$ cat src/rtl/vmask_pack_issue.sv
// Mask-reduction front end. It issues one read per mask pack and forwards each
// returned pack, ANDed with v0 and with the tail mask, to the first/popcount stage.
module vmask_pack_issue #(
  parameter int DATA_WIDTH      = 64,
  parameter int DATA_WIDTH_BITS = 6,
  parameter int IDX_BITS        = 10,
  parameter int ADDR_WIDTH      = 32,
  parameter int VL_BITS         = IDX_BITS + DATA_WIDTH_BITS
) (
  input  logic                  clk,
  input  logic                  rst,
  input  logic                  req_valid,
  output logic                  req_ready,
  input  logic [VL_BITS-1:0]    req_vl,
  input  logic                  req_vm,
  input  logic                  req_opSel,
  input  logic [ADDR_WIDTH-1:0] req_addr,
  output logic                  rd_en,
  output logic [IDX_BITS-1:0]   rd_idx,
  input  logic                  rd_valid,
  input  logic [DATA_WIDTH-1:0] rd_vs2,
  input  logic [DATA_WIDTH-1:0] rd_v0,
  output logic                  out_valid,
  output logic [DATA_WIDTH-1:0] out_m0,
  output logic [IDX_BITS-1:0]   out_start_idx,
  output logic                  out_end,
  output logic [ADDR_WIDTH-1:0] out_addr,
  output logic                  out_opSel,
  output logic                  busy
);

  localparam int CNT_BITS = IDX_BITS + 1;
  localparam int VLR_BITS = VL_BITS + 1;

  localparam logic [1:0] IDLE  = 2'd0;
  localparam logic [1:0] ISSUE = 2'd1;
  localparam logic [1:0] WAIT  = 2'd2;
  localparam logic [1:0] GAP   = 2'd3;

  localparam logic [2:0] GAP_LAST = 3'd4;

  logic [1:0]                 state;
  logic                       init_done;
  logic [DATA_WIDTH_BITS-1:0] vl_rem_q;
  logic                       vm_q;
  logic                       opsel_q;
  logic [ADDR_WIDTH-1:0]      addr_q;
  logic [CNT_BITS-1:0]        n_q;
  logic [CNT_BITS-1:0]        issue_cnt;
  logic [CNT_BITS-1:0]        ret_cnt;
  logic [2:0]                 gap_cnt;

  logic                       accept;
  logic                       req_zero;
  logic [VLR_BITS-1:0]        vl_round;
  logic [CNT_BITS-1:0]        n_accept;
  logic                       ret_ok;
  logic                       ret_last;
  logic [DATA_WIDTH-1:0]      tail;
  logic [DATA_WIDTH-1:0]      m0;

  // Counters are one bit wider than the index so N = 2^IDX_BITS never wraps.
  assign req_ready = init_done & (state == IDLE);
  assign accept    = req_valid & req_ready;
  assign req_zero  = (req_vl == '0);
  assign vl_round  = {1'b0, req_vl} + VLR_BITS'(DATA_WIDTH - 1);
  assign n_accept  = req_zero ? CNT_BITS'(1) : CNT_BITS'(vl_round >> DATA_WIDTH_BITS);

  assign rd_en  = (state == ISSUE);
  assign rd_idx = rd_en ? issue_cnt[IDX_BITS-1:0] : '0;
  assign busy   = (state != IDLE);

  assign ret_ok   = rd_valid & ((state == ISSUE) | (state == WAIT)) & (ret_cnt < n_q);
  assign ret_last = (ret_cnt == n_q - CNT_BITS'(1));

  always_comb begin
    tail = {DATA_WIDTH{1'b1}};
    if (ret_last && (vl_rem_q != '0)) begin
      tail = ~({DATA_WIDTH{1'b1}} << vl_rem_q);
    end
    m0 = rd_vs2 & (vm_q ? {DATA_WIDTH{1'b1}} : rd_v0) & tail;
  end

  always_ff @(posedge clk or negedge rst) begin
    if (!rst) begin
      state     <= IDLE;
      init_done <= 1'b0;
      vl_rem_q  <= '0;
      vm_q      <= 1'b0;
      opsel_q   <= 1'b0;
      addr_q    <= '0;
      n_q       <= '0;
      issue_cnt <= '0;
      ret_cnt   <= '0;
      gap_cnt   <= '0;
    end else begin
      init_done <= 1'b1;
      case (state)
        IDLE: begin
          if (accept) begin
            vl_rem_q  <= req_vl[DATA_WIDTH_BITS-1:0];
            vm_q      <= req_vm;
            opsel_q   <= req_opSel;
            addr_q    <= req_addr;
            n_q       <= n_accept;
            issue_cnt <= '0;
            // An empty operation is emitted straight from IDLE with no reads.
            if (req_zero) begin
              ret_cnt <= CNT_BITS'(1);
              state   <= WAIT;
            end else begin
              ret_cnt <= '0;
              state   <= ISSUE;
            end
          end
        end
        ISSUE: begin
          issue_cnt <= issue_cnt + CNT_BITS'(1);
          if (issue_cnt == n_q - CNT_BITS'(1)) begin
            state <= WAIT;
          end
        end
        WAIT: begin
          if (out_valid && out_end) begin
            gap_cnt <= '0;
            state   <= GAP;
          end
        end
        default: begin
          if (gap_cnt == GAP_LAST) begin
            state <= IDLE;
          end else begin
            gap_cnt <= gap_cnt + 3'd1;
          end
        end
      endcase
      if (ret_ok) begin
        ret_cnt <= ret_cnt + CNT_BITS'(1);
      end
    end
  end

  // Output stage is fully registered and forced to zero whenever no pack is valid.
  always_ff @(posedge clk or negedge rst) begin
    if (!rst) begin
      out_valid     <= 1'b0;
      out_m0        <= '0;
      out_start_idx <= '0;
      out_end       <= 1'b0;
      out_addr      <= '0;
      out_opSel     <= 1'b0;
    end else begin
      out_valid     <= 1'b0;
      out_m0        <= '0;
      out_start_idx <= '0;
      out_end       <= 1'b0;
      out_addr      <= '0;
      out_opSel     <= 1'b0;
      if (accept && req_zero) begin
        out_valid <= 1'b1;
        out_end   <= 1'b1;
        out_addr  <= req_addr;
        out_opSel <= req_opSel;
      end else if (ret_ok) begin
        out_valid     <= 1'b1;
        out_m0        <= m0;
        out_start_idx <= ret_cnt[IDX_BITS-1:0];
        out_end       <= ret_last;
        out_addr      <= addr_q;
        out_opSel     <= opsel_q;
      end
    end
  end

endmodule
$ cat config.mk
export PLATFORM = sky130hd
export DESIGN_NAME = vmask_pack_issue
export DESIGN_NICKNAME = d
export VERILOG_FILES = /design/src/rtl/vmask_pack_issue.sv
export SDC_FILE = /design/constraint.sdc
export NUM_CORES = 1
export LEC_CHECK = 0
export CAP_MARGIN = 20
export CORE_ASPECT_RATIO = 1.4
export CORE_UTILIZATION = 35
export CTS_CLUSTER_DIAMETER = 30
export DETAILED_ROUTE_END_ITERATION = 10
export PLACE_DENSITY = 0.74
export SLEW_MARGIN = 20
export SYNTH_ARGS = -nofsm -noshare
export SYNTH_HDL_FRONTEND = slang
export SYNTH_SLANG_ARGS = --single-unit
$ cat constraint.sdc
create_clock -name clk -period 6.1 [get_ports clk]
set_input_delay 0.915 -clock clk [delete_from_list [all_inputs] [get_ports clk]]
set_output_delay 0.915 -clock clk [all_outputs]
set_load 0.005 [all_outputs]
After elaboration in Yosys (flattened, before gate mapping)
Cells that the tools add are included.
{ "totals": {"reg_bits": 188, "output_inout_bits": 122, "word_cells": 89} }
{ "op_classes": {"n_addsub": 5, "magnitude_cmp": 1, "eq_ne": 9, "shifts": 1, "n_mux": 31, "bitwise": 9, "n_reduce_logical": 17} }
{ "ops": {"columns": ["operator", "count"], "rows": [
  ["$mux W64", 4],
  ["$and A64 B64 Y64", 2],
  ["$mux W32", 2],
  ["$not A64 Y64", 1],
  ["$shl A64 B6 Y64 const A", 1],
  ["$mux W11", 5],
  ["$mux W10", 3],
  ["$add A11 B1 Y11 const B", 2],
  ["$eq A11 B11 Y1", 2],
  ["$pmux W11 S2", 1],
  ["$add A16 B6 Y17 const B", 1],
  ["$logic_not A16 Y1", 1],
  ["$lt A11 B11 Y1", 1],
  ["$sub A11 B1 Y11 const B", 1],
  ["$mux W2", 5],
  ["$reduce_bool A2 Y1", 4],
  ["$mux W1", 7],
  ["$mux W3", 2],
  ["$pmux W2 S3", 1],
  ["$pmux W3 S2", 1],
  ["$reduce_and A2 Y1", 3],
  ["$reduce_bool A6 Y1", 1],
  ["$and A1 B1 Y1", 4],
  ["$ne A2 B1 Y1 const B", 2],
  ["13 further kinds", 16]
]} }

Depth between registers and ports, before layout
Gate-level depths: netlist of the first run.
{ "depth": {"word_depth": 7, "depth_mapped": 11} }

Least setup slack after synthesis of the first run
OpenSTA, ideal clock, no wires.
{ "synth_timing": {"path_type": "reg2reg", "start": "register n_q[6]", "end": "register ret_cnt[8]", "setup_time_ps": 126, "t_arrival_ps": 2486, "required_ps": 5974, "path_slack_ps": 3487, "path_stages_with_launch": 10, "period_less_slack_ps": 2613, "cell_sequence": "dfrtp_1 clkbuf_1 inv_1 ha_1 a22o_1 o41a_1 or3_1 clkbuf_1 and3_1 a311o_1"} }
{ "synth_between": {"elab_chain_len": 4, "elab_cells_between_ends": 6} }
{ "synth_rtl": {"columns": ["item", "line_no", "source"], "rows": [
  ["start: declaration", "48", "logic [CNT_BITS-1:0] n_q;"],
  ["start signal: assignment", "105", "n_q <= n_accept;"],
  ["$lt A11 B11 Y1 (*)", "73", "assign ret_ok = rd_valid & ((state == ISSUE) | (state == WAIT)) & (ret_cnt < n_q);"],
  ["$and A1 B1 Y1 (*)", "73", null],
  ["$reduce_bool A2 Y1 (no source line)", null, null],
  ["$reduce_and A2 Y1 (no source line)", null, null],
  ["end signal: assignment", "138", "ret_cnt <= ret_cnt + CNT_BITS'(1);"],
  ["end: declaration", "50", "logic [CNT_BITS-1:0] ret_cnt;"]
]} }
Mark *: on every way between the ends. The rest lies on a longest branch, timed or not.
A chain may end at the register's enable or synchronous reset.

Worst setup path in the final report of the first run
{ "layout_timing": {"start": "register state[1]", "end": "output rd_idx[9]"} }
{ "layout_between": {"elab_chain_len": 2} }
{ "layout_rtl": {"columns": ["item", "line_no", "source"], "rows": [
  ["start: declaration", "42", "logic [1:0] state;"],
  ["start signal: assignment", "86", "state <= IDLE;"],
  ["start signal: assignment", "110", "state <= WAIT;"],
  ["start signal: assignment", "113", "state <= ISSUE;"],
  ["$eq A2 B1 Y1", "69", "assign rd_en = (state == ISSUE);"],
  ["$mux W10", "70", "assign rd_idx = rd_en ? issue_cnt[IDX_BITS-1:0] : '0;"],
  ["end: declaration", "19", "output logic [IDX_BITS-1:0] rd_idx,"]
]} }
No other way between the ends.

==> flow_summary.yaml, run 1 <==
flow_run:
  maxCapViolations: 0
power_and_ir_drop:
  ir_drop_mv: 0.188
  power.leakage_nw: 5.89
  pwr_density_cell_nw_per_um2: 214
critical_path:
  reg2reg_slack_ns: 2.72
  crit_path_end_kind: "output port"
  required_ns: 5.18
  rr_startpoint: "state[0]"
  rr_worst_depth: 10
  critical-path-max-stage-delay_ns: 0.58
  slowest_stage: "ha_1"
  start_kind: "register"
  critical_path_class: "register to output port"
  startpoint: "state[1]"
  path_cells: "inv_1 > ha_1 > inv_1 > nor2_1 > clkdlybuf4s50_1"
  r2r-end: "out_m0[28]"
  arrival_ns: 2.48
  crit_end: "rd_idx[9]"
  crit_path_max_fanout: 17
  cp_common_cell: "inv_1"
cells_and_area:
  final_util: 0.504
  fill_cells: 2426
  synthToLayoutAreaGrowth_pct: 40.7
  final_cell_mix: "clkdlybuf4s50_1, nand2_1, dfrtp_1"
  drive_gt1_frac: 0.0489
  num-nets-final: 1498
  layout_commonest_cell: "clkdlybuf4s50_1"
timing:
  period_needed_ns: 3.40
  max_freq_mhz: 294
  setup_violations: 0
  fin_crit_sh: 0.557
  tightest_slew_ns: 1.06
  finalSetupTns_ns: 0
  slew_headroom: 0.272
  skew_ns: 0.0116
  drv_slew: 0
  rsz0062_at_grt: "no"
  hold_violations: 0
global_route:
  grt_usage: 0.236
  grt_pass1_wl_um: 49600
  antenna_found_initial: 3
  grt_max_degree: 75
  first_global_vias: 8776
  gr-total-overflow: 0
floorplan:
  num_io_pins: 304
  fp.dieH_um: 196
  core_sq_um: 26300
  num_rows: 70
  die-area_sq_um: 27500
  initial_utilization: 0.358
  die_w_um: 141
synthesis:
  synth_ff_type: "dfrtp_1"
  async_reset_ff_frac: 1.00
  synth_edf_count: 0
  yosysWarnings: 0
  synth_area_per_cell_sq_um: 9.09
  ys_types: 62
  synth-seq-area-share: 0.500
  synthesis.area_sq_um: 9400
  netlist_instances: 1035
  synth_seq_cells: 188
  synth_fp_nets: 1237
placed_design:
  numPortBuffers: 303
  gp_congestion: 0.896
  place_hpwl_um: 23300
clock_tree:
  clk_pin_slew_ns: 0.07
  insertion_delay_ns: 0.44
  cts_hold_buf: 0
  numCtsBuffers: 17
  post_cts_resized: 0
  htree_num_levels: 4
  cts_tree: "built"
  ctsRootBufferMaster: "clkbuf_16"
  cts_max_path_buffers: 2
  clkSinkCount: 188
  cts_setup_buffers: 0
route:
  vias: 8659
  drt_wl_total_um: 32000
  drc: 0
  drt_iter0_drc: 496
  vias_per_cell: 5.30
  final_antenna_net_count: 0
  drt_first_pass_iters: 5
  wire_per_inst_um: 19.6
min_path:
  min_path_type: "primary input to asynchronous set/reset pin"
outcome:
  outcome: "finished, final reports clean"
[synthesized netlist by cell type, drive strengths merged, types with 2 or more instances]
master | n | area share
xnor2 | 27 | 0.025
nor4 | 7 | 0.0053
a21oi | 58 | 0.031
o21ai | 38 | 0.020
clkbuf | 60 | 0.024
o22ai | 2 | 0.0013
or3 | 11 | 0.0073
xor2 | 13 | 0.012
nand2 | 257 | 0.10
o211ai | 66 | 0.053
mux2i | 9 | 0.0096
nor2b | 3 | 0.0020
nor3 | 22 | 0.013
and3 | 6 | 0.0040
a31oi | 29 | 0.019
or2 | 4 | 0.0027
or4 | 2 | 0.0020
xnor3 | 3 | 0.0072
a22o | 4 | 0.0037
nand2b | 5 | 0.0033
ha | 20 | 0.027
nor4b | 3 | 0.0051
nand4 | 7 | 0.0047
dfrtp | 188 | 0.50
o21a | 3 | 0.0024
a2111oi | 4 | 0.0057
a21o | 6 | 0.0048
a311oi | 2 | 0.0019
and2 | 21 | 0.014
inv | 29 | 0.012
mux2 | 3 | 0.0036
a21boi | 3 | 0.0024
buf | 13 | 0.0090
nand3 | 49 | 0.026
nor2 | 42 | 0.017
[through the flow]
step | hold slack [ns] | total power (W) | setup slack (ns) | instance area [sq um] | std cells
after floorplan | 0.445 | 0.00148 | 3.49 | 9400 | 1035
after global placement | 0.456 | 0.00174 | 2.53 | 12700 | 1601
after detailed placement | 0.462 | 0.00174 | 2.36 | 12700 | 1601
after CTS | 0.479 | 0.00285 | 2.66 | 13200 | 1633
after global routing | 0.505 | 0.00295 | 2.42 | 13200 | 1635
final | 0.475 | 0.00283 | 2.70 | 13200 | 1635
[power breakdown]
part	leakage [nW]	switching, W	internal, W
sequential	2.51	0.0000487	0.00129
clock	0.281	0.000505	0.000601
combinational	3.10	0.000155	0.000227
total	5.89	0.000708	0.00212
[layout make-up]
type,count,area [sq um],area share
Multi-Input combinational cell,745,4310,0.325
Timing Repair Buffer,315,3130,0.236
Clock inverter,11,108,0.00813
Sequential cell,188,4710,0.356
Antenna cell,2,5.00,0.000378
Inverter,29,109,0.00822
Tap cell,324,405,0.0306
Clock buffer,21,470,0.0355
[sequential cells by signal (all words and copies together) (netlist names)]
register	count
init_done	1
addr_q	32
n_q	11
vl_rem_q	6
out_opSel	1
out_valid	1
issue_cnt	11
out_m0	64
opsel_q	1
vm_q	1
out_addr	32
ret_cnt	11
out_end	1
state	2
gap_cnt	3
out_start_idx	10
[worst min path at each step]
stage | startpoint | end | slack, ns | depth (start not counted)
after floorplan | addr_q[0] | addr_q[0] | 0.45 | 2
after global placement | addr_q[15] | addr_q[15] | 0.46 | 2
after detailed placement | addr_q[22] | addr_q[22] | 0.46 | 2
after CTS | addr_q[22] | addr_q[22] | 0.48 | 2
after global routing | addr_q[22] | addr_q[22] | 0.50 | 2
final | rst | addr_q[28] | 0.48 | 1
[cells by family (layout without fill, tap and decap cells)]
| family | Yosys count | after routing | share of synthesized area |
|---|---|---|---|
| AO/OA/AOI/OAI | 225 | 225 | 0.155 |
| multiplexers | 12 | 12 | 0.0132 |
| buffers and inverters | 102 | 376 | 0.0446 |
| XOR/XNOR | 44 | 44 | 0.0470 |
| other | 1 | 3 | 0.000399 |
| AND/OR/NAND/NOR | 443 | 443 | 0.213 |
| adder cells (fa/ha/maj) | 20 | 20 | 0.0266 |
| flip-flops | 188 | 188 | 0.500 |
[routing by layer]
metal	vias to the layer above	share of wire	wire length, um	track usage
li1	4089	-	-	-
met3	65	0.064	2040	0.0522
met4	2	0.044	1410	0.118
met1	4150	0.38	12200	0.267
met5	-	0.00028	9	0
met2	353	0.51	16400	0.418
[critical path, delay by kind of cell, from the launching register on]
| kind | cells | cell delay, ns |
|---|---|---|
| fa+ha+maj | 1 | 0.58 |
| flops | 1 | 0.41 |
| simple gates | 1 | 0.15 |
| buf+inv | 3 | 0.91 |
(Power assumes the default switching activity.)
==> run 2: changes to the inputs <==
- PLACE_DENSITY: 0.74 -> 0.77
- clock period: 6.1 -> 2.95 ns (I/O delays scaled with it)
==> flow_summary.yaml, run 2 (synthesis gave the netlist of run 1 again) <==
critical_path:
  critical-path-max-stage-delay_ns: 0.52
  path_cells: "inv_1 > ha_1 > a22o_1 > o41a_1 > or3_1 > buf_4 > or3_1 > o21ai_0"
  rr_worst_depth: 8
  cp_num_buf_inv: 2
  start_kind: "register"
  reg2reg_slack_ns: 0.18
  crit_path_end_kind: "register"
  crit_path_max_fanout: 12
  rr_startpoint: "n_q[5]"
  cp_common_cell: "or3_1"
  required_ns: 3.30
  arrival_ns: 3.13
  critical_path_class: "register to register"
  cp_top_family: "simple AND/OR/NAND/NOR gates"
  r2r-end: "ret_cnt[3]"
  slowest_stage: "or3_1"
route:
  drt_iter0_drc: 444
  wl_met3_um: 2110
  vias: 8922
  drt_wl_total_um: 32700
  dr_wl_met2_um: 16500
  wire_per_inst_um: 19.6
  drc: 0
  final_antenna_net_count: 0
  drt_first_pass_iters: 6
  vias_per_cell: 5.34
  drt-met1-wl_um: 12100
  routed.top_layer: "met5"
power_and_ir_drop:
  clkPwrFrac: 0.392
  switching_share: 0.248
  p_switching_w: 0.00149
  ir_drop_mv: 0.395
  p_int_w: 0.00450
  p_comb_frac: 0.153
  pwr_density_cell_nw_per_um2: 440
  power.share.sequential: 0.455
  power.leakage_nw: 6.11
timing:
  setup_slack_ns: 0.176
  setup_violations: 0
  rsz0062_at_grt: "no"
  skew_ns: 0.0135
  slew_headroom: 0.273
  finalSetupTns_ns: 0
  tightest_slew_ns: 1.06
  fin_crit_sh: 0.940
  period_needed_ns: 2.77
  max_freq_mhz: 360
  hold_violations: 0
  drv_slew: 0
placed_design:
  dp_slack_ns: -0.117
  place_hpwl_um: 24500
  gp_congestion: 0.890
  place_inst: 1635
  numPortBuffers: 303
global_route:
  first_global_vias: 8932
  grt_max_degree: 78
  antenna_found_initial: 4
  gr-total-overflow: 0
  grt_pass1_wl_um: 49800
  grt_usage: 0.240
clock_tree:
  ctsRootBufferMaster: "clkbuf_16"
  clk_pin_slew_ns: 0.07
  htree_num_levels: 4
  insertion_delay_ns: 0.44
  numCtsBuffers: 17
  cts_tree: "built"
  clkSinkCount: 188
  cts_max_path_buffers: 2
floorplan:
  core_sq_um: 26300
  fp.dieH_um: 196
  num_io_pins: 304
  initial_utilization: 0.358
  num_rows: 70
  die_w_um: 141
  die-area_sq_um: 27500
flow_run:
  maxCapViolations: 0
cells_and_area:
  synthToLayoutAreaGrowth_pct: 44.7
  largest_register: "out_m0"
  final_util: 0.518
  reg_top3: "out_m0 (64), addr_q (32), out_addr (32)"
  largest_register_ffs: 64
  final_cell_mix: "clkdlybuf4s50_1, nand2_1, dfrtp_1"
  final_cell_count_no_fill: 1670
  layout_commonest_cell: "clkdlybuf4s50_1"
  num-nets-final: 1533
  drive_gt1_frac: 0.0759
outcome:
  outcome: "finished, final reports clean"
min_path:
  min_path_type: "primary input to asynchronous set/reset pin"
## run 2: power by group through the flow
stage | registers [W] | logic [W] | clock network [W]
6_report | 0.00272 | 0.000915 | 0.00234
5_1_grt | 0.00273 | 0.000994 | 0.00250
4_1_cts | 0.00272 | 0.000916 | 0.00240
3_5_place_dp | 0.00277 | 0.000915 | 0
3_3_place_gp | 0.00277 | 0.000899 | 0
2_1_floorplan | 0.00279 | 0.000276 | 0
## run 2: layout make-up
cell class,count,area [sq um]
antenna,2,5.00
tap,324,405
fill,2423,12700
inverter,29,109
clock buffer,20,457
sequential,188,4710
timing repair buffer,350,3460
multi-input combinational,745,4320
clock inverter,12,135
## run 2: worst reg2reg max path, delay by kind of cell (launching register included)
kind | cells | cell delay (ns)
simple gates | 2 | 0.87
fa+ha+maj | 1 | 0.23
compound gates | 3 | 0.75
flops | 1 | 0.49
buf+inv | 2 | 0.35
## run 2: repair_timing
item | in CTS | in global routing
buffers inserted | 0 | 1
hold buffers | 0 | 0
endpoints found under the setup margin | 2 | 32
gates resized for setup | 2 | 3
pin swaps | 0 | 1
## run 2: layer usage
metal	vias to the layer above	track usage
li1	4158	-
met1	4286	0.259
met2	386	0.421
met3	88	0.0517
met4	4	0.159
met5	-	0
## run 2: worst max-delay path by stage
stage                 end  cells past startpoint  slack, ns       from
4_1_cts         out_m0[5]                      9       0.09     n_q[0]
2_1_floorplan  ret_cnt[8]                      9       0.34     n_q[6]
5_1_grt        ret_cnt[2]                      8       0.05     n_q[5]
3_3_place_gp     state[1]                      7      -0.10  req_valid
6_report       ret_cnt[3]                      8       0.18     n_q[5]
3_5_place_dp     state[0]                      7      -0.12  req_valid
## run 2: metrics by stage
step | total power, W | hold WS (ns) | cell area, sq um
after floorplan | 0.00307 | 0.147 | 9400
after global placement | 0.00367 | 0.456 | 13000
after detailed placement | 0.00369 | 0.462 | 13000
after CTS | 0.00604 | 0.0593 | 13600
after global routing | 0.00622 | 0.0758 | 13600
final | 0.00598 | 0.0411 | 13600
